--- src/rtl/vlsu_stride.sv ---
// rtl/vlsu_stride.sv - vector load/store unit splitting VLEN-bit accesses into 32-bit beats (optional element mask: VLSU_MASK_EN)
module vlsu_stride #(
  parameter int VLEN  = 128,
  parameter int NBEAT = VLEN / 32
) (
  input  logic             clk,
  input  logic             rst_n,
  input  logic             start,
  input  logic             is_store,
  input  logic             strided,
  input  logic [31:0]      base_addr,
  input  logic [31:0]      stride,
  input  logic [VLEN-1:0]  store_data,
  input  logic [NBEAT-1:0] vmask,
  output logic             busy,
  output logic             done,
  output logic             err,
  output logic [VLEN-1:0]  load_data,
  output logic [31:0]      mem_addr,
  output logic [31:0]      mem_wdata,
  output logic [3:0]       mem_wmask,
  output logic             mem_write,
  output logic             mem_valid,
  input  logic             mem_ready,
  input  logic             mem_resp_valid,
  input  logic [31:0]      mem_resp_rdata
);

  localparam int IW = $clog2(NBEAT);

  typedef enum logic [1:0] {IDLE, ISSUE, WAIT_RSP, FINISH} state_t;

  state_t           state;
  logic [IW-1:0]    idx;
  logic [31:0]      step_q;
  logic [NBEAT-1:0] mask_q;
  logic             st_q;
  logic [VLEN-1:0]  data_q;

  logic [31:0]      in_step;
  logic [NBEAT-1:0] in_mask;
  logic             misalign;
  logic             beat_done;
  logic [VLEN-1:0]  data_upd;

  logic [IW:0]      srch_from;
  logic [31:0]      srch_start;
  logic [31:0]      srch_step;
  logic [NBEAT-1:0] srch_mask;
  logic [31:0]      srch_acc;
  logic             srch_found;
  logic [IW-1:0]    srch_idx;
  logic [31:0]      srch_addr;

`ifdef VLSU_MASK_EN
  assign in_mask = vmask;
`else
  logic unused_vmask;
  assign in_mask      = '1;
  assign unused_vmask = ^vmask;
`endif

  assign in_step  = strided ? stride : 32'd4;
  assign misalign = (base_addr[1:0] != 2'b00) || (strided && (stride[1:0] != 2'b00));

  // A store beat completes on acceptance; a load beat needs its response too
  assign beat_done = ((state == ISSUE) && mem_ready && (st_q || mem_resp_valid)) ||
                     ((state == WAIT_RSP) && mem_resp_valid);

  // Working vector with the current load response merged into element idx
  always_comb begin
    data_upd = data_q;
    data_upd[{idx, 5'b0} +: 32] = mem_resp_rdata;
  end

  // Search origin: element 0 at start, otherwise the element after the current one
  always_comb begin
    if (state == IDLE) begin
      srch_from  = '0;
      srch_start = base_addr;
      srch_step  = in_step;
      srch_mask  = in_mask;
    end else begin
      srch_from  = {1'b0, idx} + (IW+1)'(1);
      srch_start = mem_addr + step_q;
      srch_step  = step_q;
      srch_mask  = mask_q;
    end
  end

  // Find the next enabled element, advancing the address past skipped ones
  always_comb begin
    srch_found = 1'b0;
    srch_idx   = '0;
    srch_addr  = '0;
    srch_acc   = srch_start;
    for (int i = 0; i < NBEAT; i++) begin
      if (i >= int'(srch_from)) begin
        if (!srch_found && srch_mask[i]) begin
          srch_found = 1'b1;
          srch_idx   = IW'(i);
          srch_addr  = srch_acc;
        end
        srch_acc = srch_acc + srch_step;
      end
    end
  end

  // Control FSM with registered bus and completion outputs
  always_ff @(posedge clk or negedge rst_n) begin
    if (!rst_n) begin
      state     <= IDLE;
      idx       <= '0;
      step_q    <= '0;
      mask_q    <= '0;
      st_q      <= 1'b0;
      data_q    <= '0;
      busy      <= 1'b0;
      done      <= 1'b0;
      err       <= 1'b0;
      load_data <= '0;
      mem_addr  <= '0;
      mem_wdata <= '0;
      mem_wmask <= '0;
      mem_write <= 1'b0;
      mem_valid <= 1'b0;
    end else begin
      done <= 1'b0;
      err  <= 1'b0;
      case (state)
        IDLE: begin
          if (start) begin
            st_q   <= is_store;
            step_q <= in_step;
            mask_q <= in_mask;
            data_q <= store_data;
            busy   <= 1'b1;
            if (misalign) begin
              state <= FINISH;
              done  <= 1'b1;
              err   <= 1'b1;
            end else if (!srch_found) begin
              state <= FINISH;
              done  <= 1'b1;
              if (!is_store) load_data <= store_data;
            end else begin
              state     <= ISSUE;
              idx       <= srch_idx;
              mem_addr  <= srch_addr;
              mem_valid <= 1'b1;
              mem_write <= is_store;
              mem_wmask <= {4{is_store}};
              mem_wdata <= store_data[{srch_idx, 5'b0} +: 32];
            end
          end
        end
        ISSUE, WAIT_RSP: begin
          if (beat_done) begin
            if (!st_q) data_q <= data_upd;
            if (srch_found) begin
              state     <= ISSUE;
              idx       <= srch_idx;
              mem_addr  <= srch_addr;
              mem_valid <= 1'b1;
              mem_write <= st_q;
              mem_wmask <= {4{st_q}};
              mem_wdata <= data_q[{srch_idx, 5'b0} +: 32];
            end else begin
              state     <= FINISH;
              mem_valid <= 1'b0;
              mem_write <= 1'b0;
              mem_wmask <= 4'b0000;
              done      <= 1'b1;
              if (!st_q) load_data <= data_upd;
            end
          end else if ((state == ISSUE) && mem_ready) begin
            state     <= WAIT_RSP;
            mem_valid <= 1'b0;
            mem_write <= 1'b0;
            mem_wmask <= 4'b0000;
          end
        end
        FINISH: begin
          state <= IDLE;
          busy  <= 1'b0;
        end
        default: state <= IDLE;
      endcase
    end
  end

endmodule

--- config.mk ---
export PLATFORM = sky130hd
export DESIGN_NAME = vlsu_stride
export DESIGN_NICKNAME = d
export VERILOG_FILES = /design/src/rtl/vlsu_stride.sv
export SDC_FILE = /design/constraint.sdc
export NUM_CORES = 1
export LEC_CHECK = 0
export CAP_MARGIN = 20
export CORE_MARGIN = 2
export CORE_UTILIZATION = 53
export DETAILED_ROUTE_END_ITERATION = 7
export PLACE_DENSITY = 0.82
export SETUP_SLACK_MARGIN = 0.2
export SYNTH_ARGS = -nofsm -noshare
export SYNTH_HDL_FRONTEND = slang
export SYNTH_SLANG_ARGS = --single-unit
--- constraint.sdc ---
create_clock -name clk -period 7.8 [get_ports clk]
set_input_delay 1.56 -clock clk [delete_from_list [all_inputs] [get_ports clk]]
set_output_delay 1.56 -clock clk [all_outputs]
set_load 0.03 [all_outputs]
### Word-level counts from Yosys, hierarchy flattened

Index checks and enable logic that the tools add are counted.

| storage, ports and cells | value |
|---|---|
| register bits | 367 |
| word-level logic and storage cells | 163 |

| cells by class | value |
|---|---|
| add/subtract/negate cells | 6 |
| magnitude comparators | 4 |
| eq/ne operators | 13 |
| shift-type cells | 4 |
| muxes and demuxes | 94 |
| reductions and logical operators | 27 |

Operators with widths:

| kind | count |
|---|---|
| $mux 128 | 9 |
| $mux 32 | 23 |
| $pmux 128 s2 | 2 |
| $shiftx 128x8->32 | 2 |
| $add 32x32->32 | 4 |
| $bwmux 128 | 1 |
| $pmux 32 s2 | 2 |
| $shift 32x9->128 const A | 1 |
| $shiftx 32x9->128 | 1 |
| $mux 1 | 29 |
| $mux 4 | 7 |
| $mux 2 | 13 |
| $ne 2x2->1 const B | 9 |
| $neg 7->9 | 1 |
| $pmux 1 s2 | 4 |
| $pmux 4 s2 | 1 |
| $reduce_and 4->1 | 2 |
| $reduce_and 8->1 | 1 |
| $reduce_bool 2->1 | 4 |
| $logic_and 1x1->1 | 7 |
| $ge 1x3->1 const A | 2 |
| $ge 2x3->1 const A | 2 |
| $pmux 2 s3 | 1 |
| $reduce_and 2->1 | 3 |
| other kinds (12) | 17 |

### Logic depth before layout (Yosys ltp)

| depth | value |
|---|---|
| depth in word-level cells | 21 |
| gate-level depth with buffers | 32 |

### Worst setup path before layout

Ideal clock, no wire load.

| path | value |
|---|---|
| path type | input to register |
| from | input strided |
| to | register mem_addr[25] |
| setup time | 0.110 ns |
| arrival time | 5.772 ns |
| required time | 7.690 ns |
| setup slack | 1.918 ns |
| stages on the path | 27 |
| path through | clkbuf_1 -> buf_1 -> nand3_1 -> o21ai_0 -> ha_1 -> inv_1 -> fa_1 -> nor2b_1 -> o31a_1 -> nor3_1 -> o21ai_1 -> a21oi_1 -> nor2b_1 -> o21a_1 -> o21a_1 -> a21oi_1 -> ha_1 -> nand2_1 -> o21ai_1 -> a31oi_1 -> nor4_1 -> a21oi_1 -> o21ai_1 -> xor2_1 -> mux2_2 -> nor3_1 -> o41ai_1 |

| on the way | value |
|---|---|
| longest elaborated chain between the ends | 14 |
| elaborated cells on any way between the ends | 23 |

Ends and longest elaborated chain:

| what | RTL line | RTL |
|---|---|---|
| from (decl) | 10 | `input logic strided,` |
| $mux 32 | 63 | `assign in_step = strided ? stride : 32'd4;` |
| $mux 32 | 78 | `if (state == IDLE) begin` |
| $add 32x32->32 | 104 | `srch_acc = srch_acc + srch_step;` |
| $mux 32 | 98 | `if (i >= int'(srch_from)) begin` |
| $add 32x32->32 / $mux 32 (equally long branches) | 104, 99 |  |
| $mux 32 | 98 |  |
| $add 32x32->32 / $mux 32 (equally long branches) | 104, 99 |  |
| $mux 32 | 98 |  |
| $mux 32 | 99 | `if (!srch_found && srch_mask[i]) begin` |
| $mux 32 | 98 |  |
| $mux 32 | 142, 160 |  |
| $mux 32 | 138 | `if (misalign) begin` |
| $mux 32 | 132 | `if (start) begin` |
| $pmux 32 s2 | 130 | `case (state)` |
| to (signal assigned) | 149 | `mem_addr <= srch_addr;` |
| to (signal assigned) | 163 | `mem_addr <= srch_addr;` |
| to (decl) | 19 | `output logic [31:0] mem_addr,` |

Several ways; a longest one is shown, not always the timed one. The select of a mux whose other input is x is not followed.
A chain may end at the register's enable or synchronous reset.

### Final worst setup path

| path | value |
|---|---|
| from | register mem_addr[1] |
| to | register mem_addr[25] |

| on the way | value |
|---|---|
| longest elaborated chain between the ends | 14 |
| elaborated cells on any way between the ends | 21 |

Ends and longest elaborated chain:

| what | RTL line | RTL |
|---|---|---|
| $add 32x32->32 (*) | 85 | `srch_start = mem_addr + step_q;` |
| $mux 32 (*) | 78 |  |
| $add 32x32->32 / $mux 32 (equally long branches) | 104, 99 |  |
| $mux 32 | 98 |  |
| $add 32x32->32 / $mux 32 (equally long branches) | 104, 99 |  |
| $mux 32 | 98 |  |
| $add 32x32->32 / $mux 32 (equally long branches) | 104, 99 |  |
| $mux 32 | 98 |  |
| $mux 32 | 99 |  |
| $mux 32 (*) | 98 |  |
| $mux 32 (*) | 142, 160 |  |
| $mux 32 | 138 |  |
| $mux 32 | 132 |  |
| $pmux 32 s2 (*) | 130 |  |

Mark *: on every way between the ends. The rest lies on a longest branch, timed or not. The select of a mux whose other input is x is not followed.

==> results.tsv <==
metric	value	unit
worst slew pin tran	1.449	ns
antenna-violating nets left	0	
fin crit period	6.869	ns
max-cap violations	0	
FILL cells	3082	
most common cell after layout, fill and taps aside	nor2_1	
Resize count post-CTS	0	
Final Setup Violations	0	
TritonCTS Sinks	363	
Hold Path Stages	2	
Netlist cell types	63	
Synth Flop Type	dfrtp_1	
synth-to-layout area growth	27.44	%
Routed wire per std cell	22.02	µm
first-pass GRT wire length	116.2	mm
Post-DP Area	26410	µm²
cts hold-fix bufs	0	
via count	21180	
# rows	74	
RSZ-0062 raised after global routing	no	
core area	40830	µm²
Max Buffers Root-to-Sink	3	
Post-synth ARST share	100.0	%
via/cell ratio	6.237	
Slowest-stage cell, CP	o311ai_1	
die width	207.4	µm
result of the run	finished, final reports clean	
Post-Synthesis Cells	2520	
routed wire length	74.78	mm
post-CTS setup buffer count	0	
WP data required	8.24	ns
Crit Path Max Fanout	4	
number of hold violations in the final report	0	
vias in the first global route	21214	
Final nets	3152	
1st-pass router iterations	6	
Hold Path Class	reg2reg	
Yosys warnings	0	
CP Launch Type	flip-flop	
Peak Freq	145.6	MHz
pin count of the biggest net entering global routing	257	
initial antenna violation count	13	
Critical Path AT	7.31	ns
overall routing resource usage	33.97	%
clk_skew	0.02729	ns
port bufs	431	
CTS Buf Count	43	
synthesized area	21920	µm²
GP Congestion	0.9279	
clock root cell	clkbuf_16	
IO Count	436	
synth top area cells	dfrtp_1 41%, nor2_1 7.8%, a21oi_1 7.8%	
CP Class	reg2reg	
Yosys top cell by area	dfrtp_1	
most frequent cells in the layout	453 x nor2_1, 429 x clkdlybuf4s50_1, 363 x dfrtp_1	
Post-synth EDFFs	0	
FF-to-FF Start	mem_addr[1]	
Clk Latency, worst-skew pair	0.58	ns
sequential share of the synthesized area	41.44	%
# H-tree levels	2	
dpl hpwl	49.97	mm
Initial Util	53.68	%
Synth Register Bits	363	
clock transition at the registers of the reported paths	0.06	ns
Hold Path Sink	mem_wdata[26]	
flop-to-flop setup slack	0.93	ns
die area	43000	µm²
TritonCTS clock tree	built	
mean area per synthesized cell	8.698	µm²
Crit. End Element	flip-flop	
worst hold slack	0.4755	ns
fin crit share	88.06	%
Final Non-Filler Cells	3396	
GR Overflow Total	0	
Slew Limit Fails	0	
Placed Cells	3302	
top-area cell type share of the netlist area	41.44	%
post-route design area	27940	µm²
initial DRC count	2191	
max_slew headroom	3.376	%
FF-to-FF End	mem_addr[25]	
Vert. Die Dim	207.4	µm
Largest stage delay, worst path	0.55	ns
min-delay src	mem_wdata[26]	
R2R depth	29	
DRC Markers	0	
share of layout cells above drive strength 1	7.085	%
Setup TNS Final	0	ns
syn nets	2856	
==> worst max-delay path by stage <==
stage | depth (start not counted) | start | slack, ns | end
CTS | 29 | mem_addr[1] | 1.08 | mem_addr[25]
global route | 29 | mem_addr[1] | 0.50 | mem_addr[25]
detailed placement | 24 | stride[1] | 1.07 | mem_addr[25]
global placement | 25 | strided | 1.12 | mem_addr[25]
finish | 29 | mem_addr[1] | 0.93 | mem_addr[25]
floorplan | 27 | strided | 1.92 | mem_addr[25]
==> Yosys cell counts, drive strengths merged (4+ instances only) <==
cell,number
buf,34
o22ai,4
a21boi,4
xnor2,33
nor3b,5
a31oi,8
mux4,64
a221oi,126
nand3,41
nand2b,13
nor2,455
mux2i,37
xor2,15
nor3,10
dfrtp,363
a21oi,340
nor2b,11
o211ai,6
ha,98
clkbuf,168
nand4,6
or3,4
o21bai,6
inv,58
nor4,5
a21o,30
o21a,12
a222oi,4
o31ai,8
nand2,304
and3,6
mux2,23
o21ai,173
a211oi,12
==> kinds of logic (layout without fill, tap and decap cells) <==
family | after synthesis | after routing | synth area share, %
simple gates | 874 | 874 | 16.11
compound gates | 750 | 750 | 20.67
flops | 363 | 363 | 41.44
buf+inv | 260 | 591 | 4.538
mux | 124 | 124 | 9.447
fa+ha+maj | 101 | 101 | 5.868
xor+xnor | 48 | 48 | 1.918
other cells | 0 | 13 | 0
==> per-layer routing <==
| metal | vias up | global-route usage [%] | routed length [µm] |
|---|---|---|---|
| met5 | - | 0 | 45 |
| met4 | 8 | 18.33 | 4059 |
| met3 | 283 | 9.713 | 7519 |
| met2 | 1106 | 54.00 | 34630 |
| met1 | 10233 | 42.03 | 28520 |
| li1 | 9550 | - | - |
==> state kept, by name (all words and copies together) (netlist names) <==
name	cells
busy	1
data_q	128
done	1
err	1
idx	2
load_data	128
mask_q	1
mem_addr	32
mem_valid	1
mem_wdata	32
mem_wmask	1
st_q	1
state	2
step_q	32
==> critical path: cells and delay by family (launching register included) <==
family | cells | cell delay, ns
AO/OA/AOI/OAI | 18 | 3.99
XOR/XNOR | 2 | 0.28
adder cells (fa/ha/maj) | 3 | 1.01
flip-flops | 1 | 0.44
multiplexers | 1 | 0.26
AND/OR/NAND/NOR | 5 | 0.75
==> per-stage QoR <==
| step | utilization (%) | setup slack [ns] |
|---|---|---|
| 2_1_floorplan | - | 1.918 |
| 3_3_place_gp | 64.64 | 1.121 |
| 3_5_place_dp | 64.69 | 1.072 |
| 4_1_cts | 68.27 | 1.083 |
| 5_1_grt | 68.39 | 0.5017 |
| 6_report | 68.42 | 0.9314 |
==> cell type report <==
cell class / count / area (µm²) / share of cell area [%]
inverter: 58 / 220.2 / 0.7883
timing repair buffer: 453 / 4562 / 16.33
clock inverter: 17 / 209.0 / 0.7480
clock buffer: 63 / 1252 / 4.483
antenna: 13 / 32.53 / 0.1165
tap: 532 / 665.6 / 2.383
multi-input combinational: 1897 / 11910 / 42.63
sequential: 363 / 9084 / 32.52
Power is not shown: default switching activity piles up to over one toggle a cycle in this logic, so the estimate is an artifact.
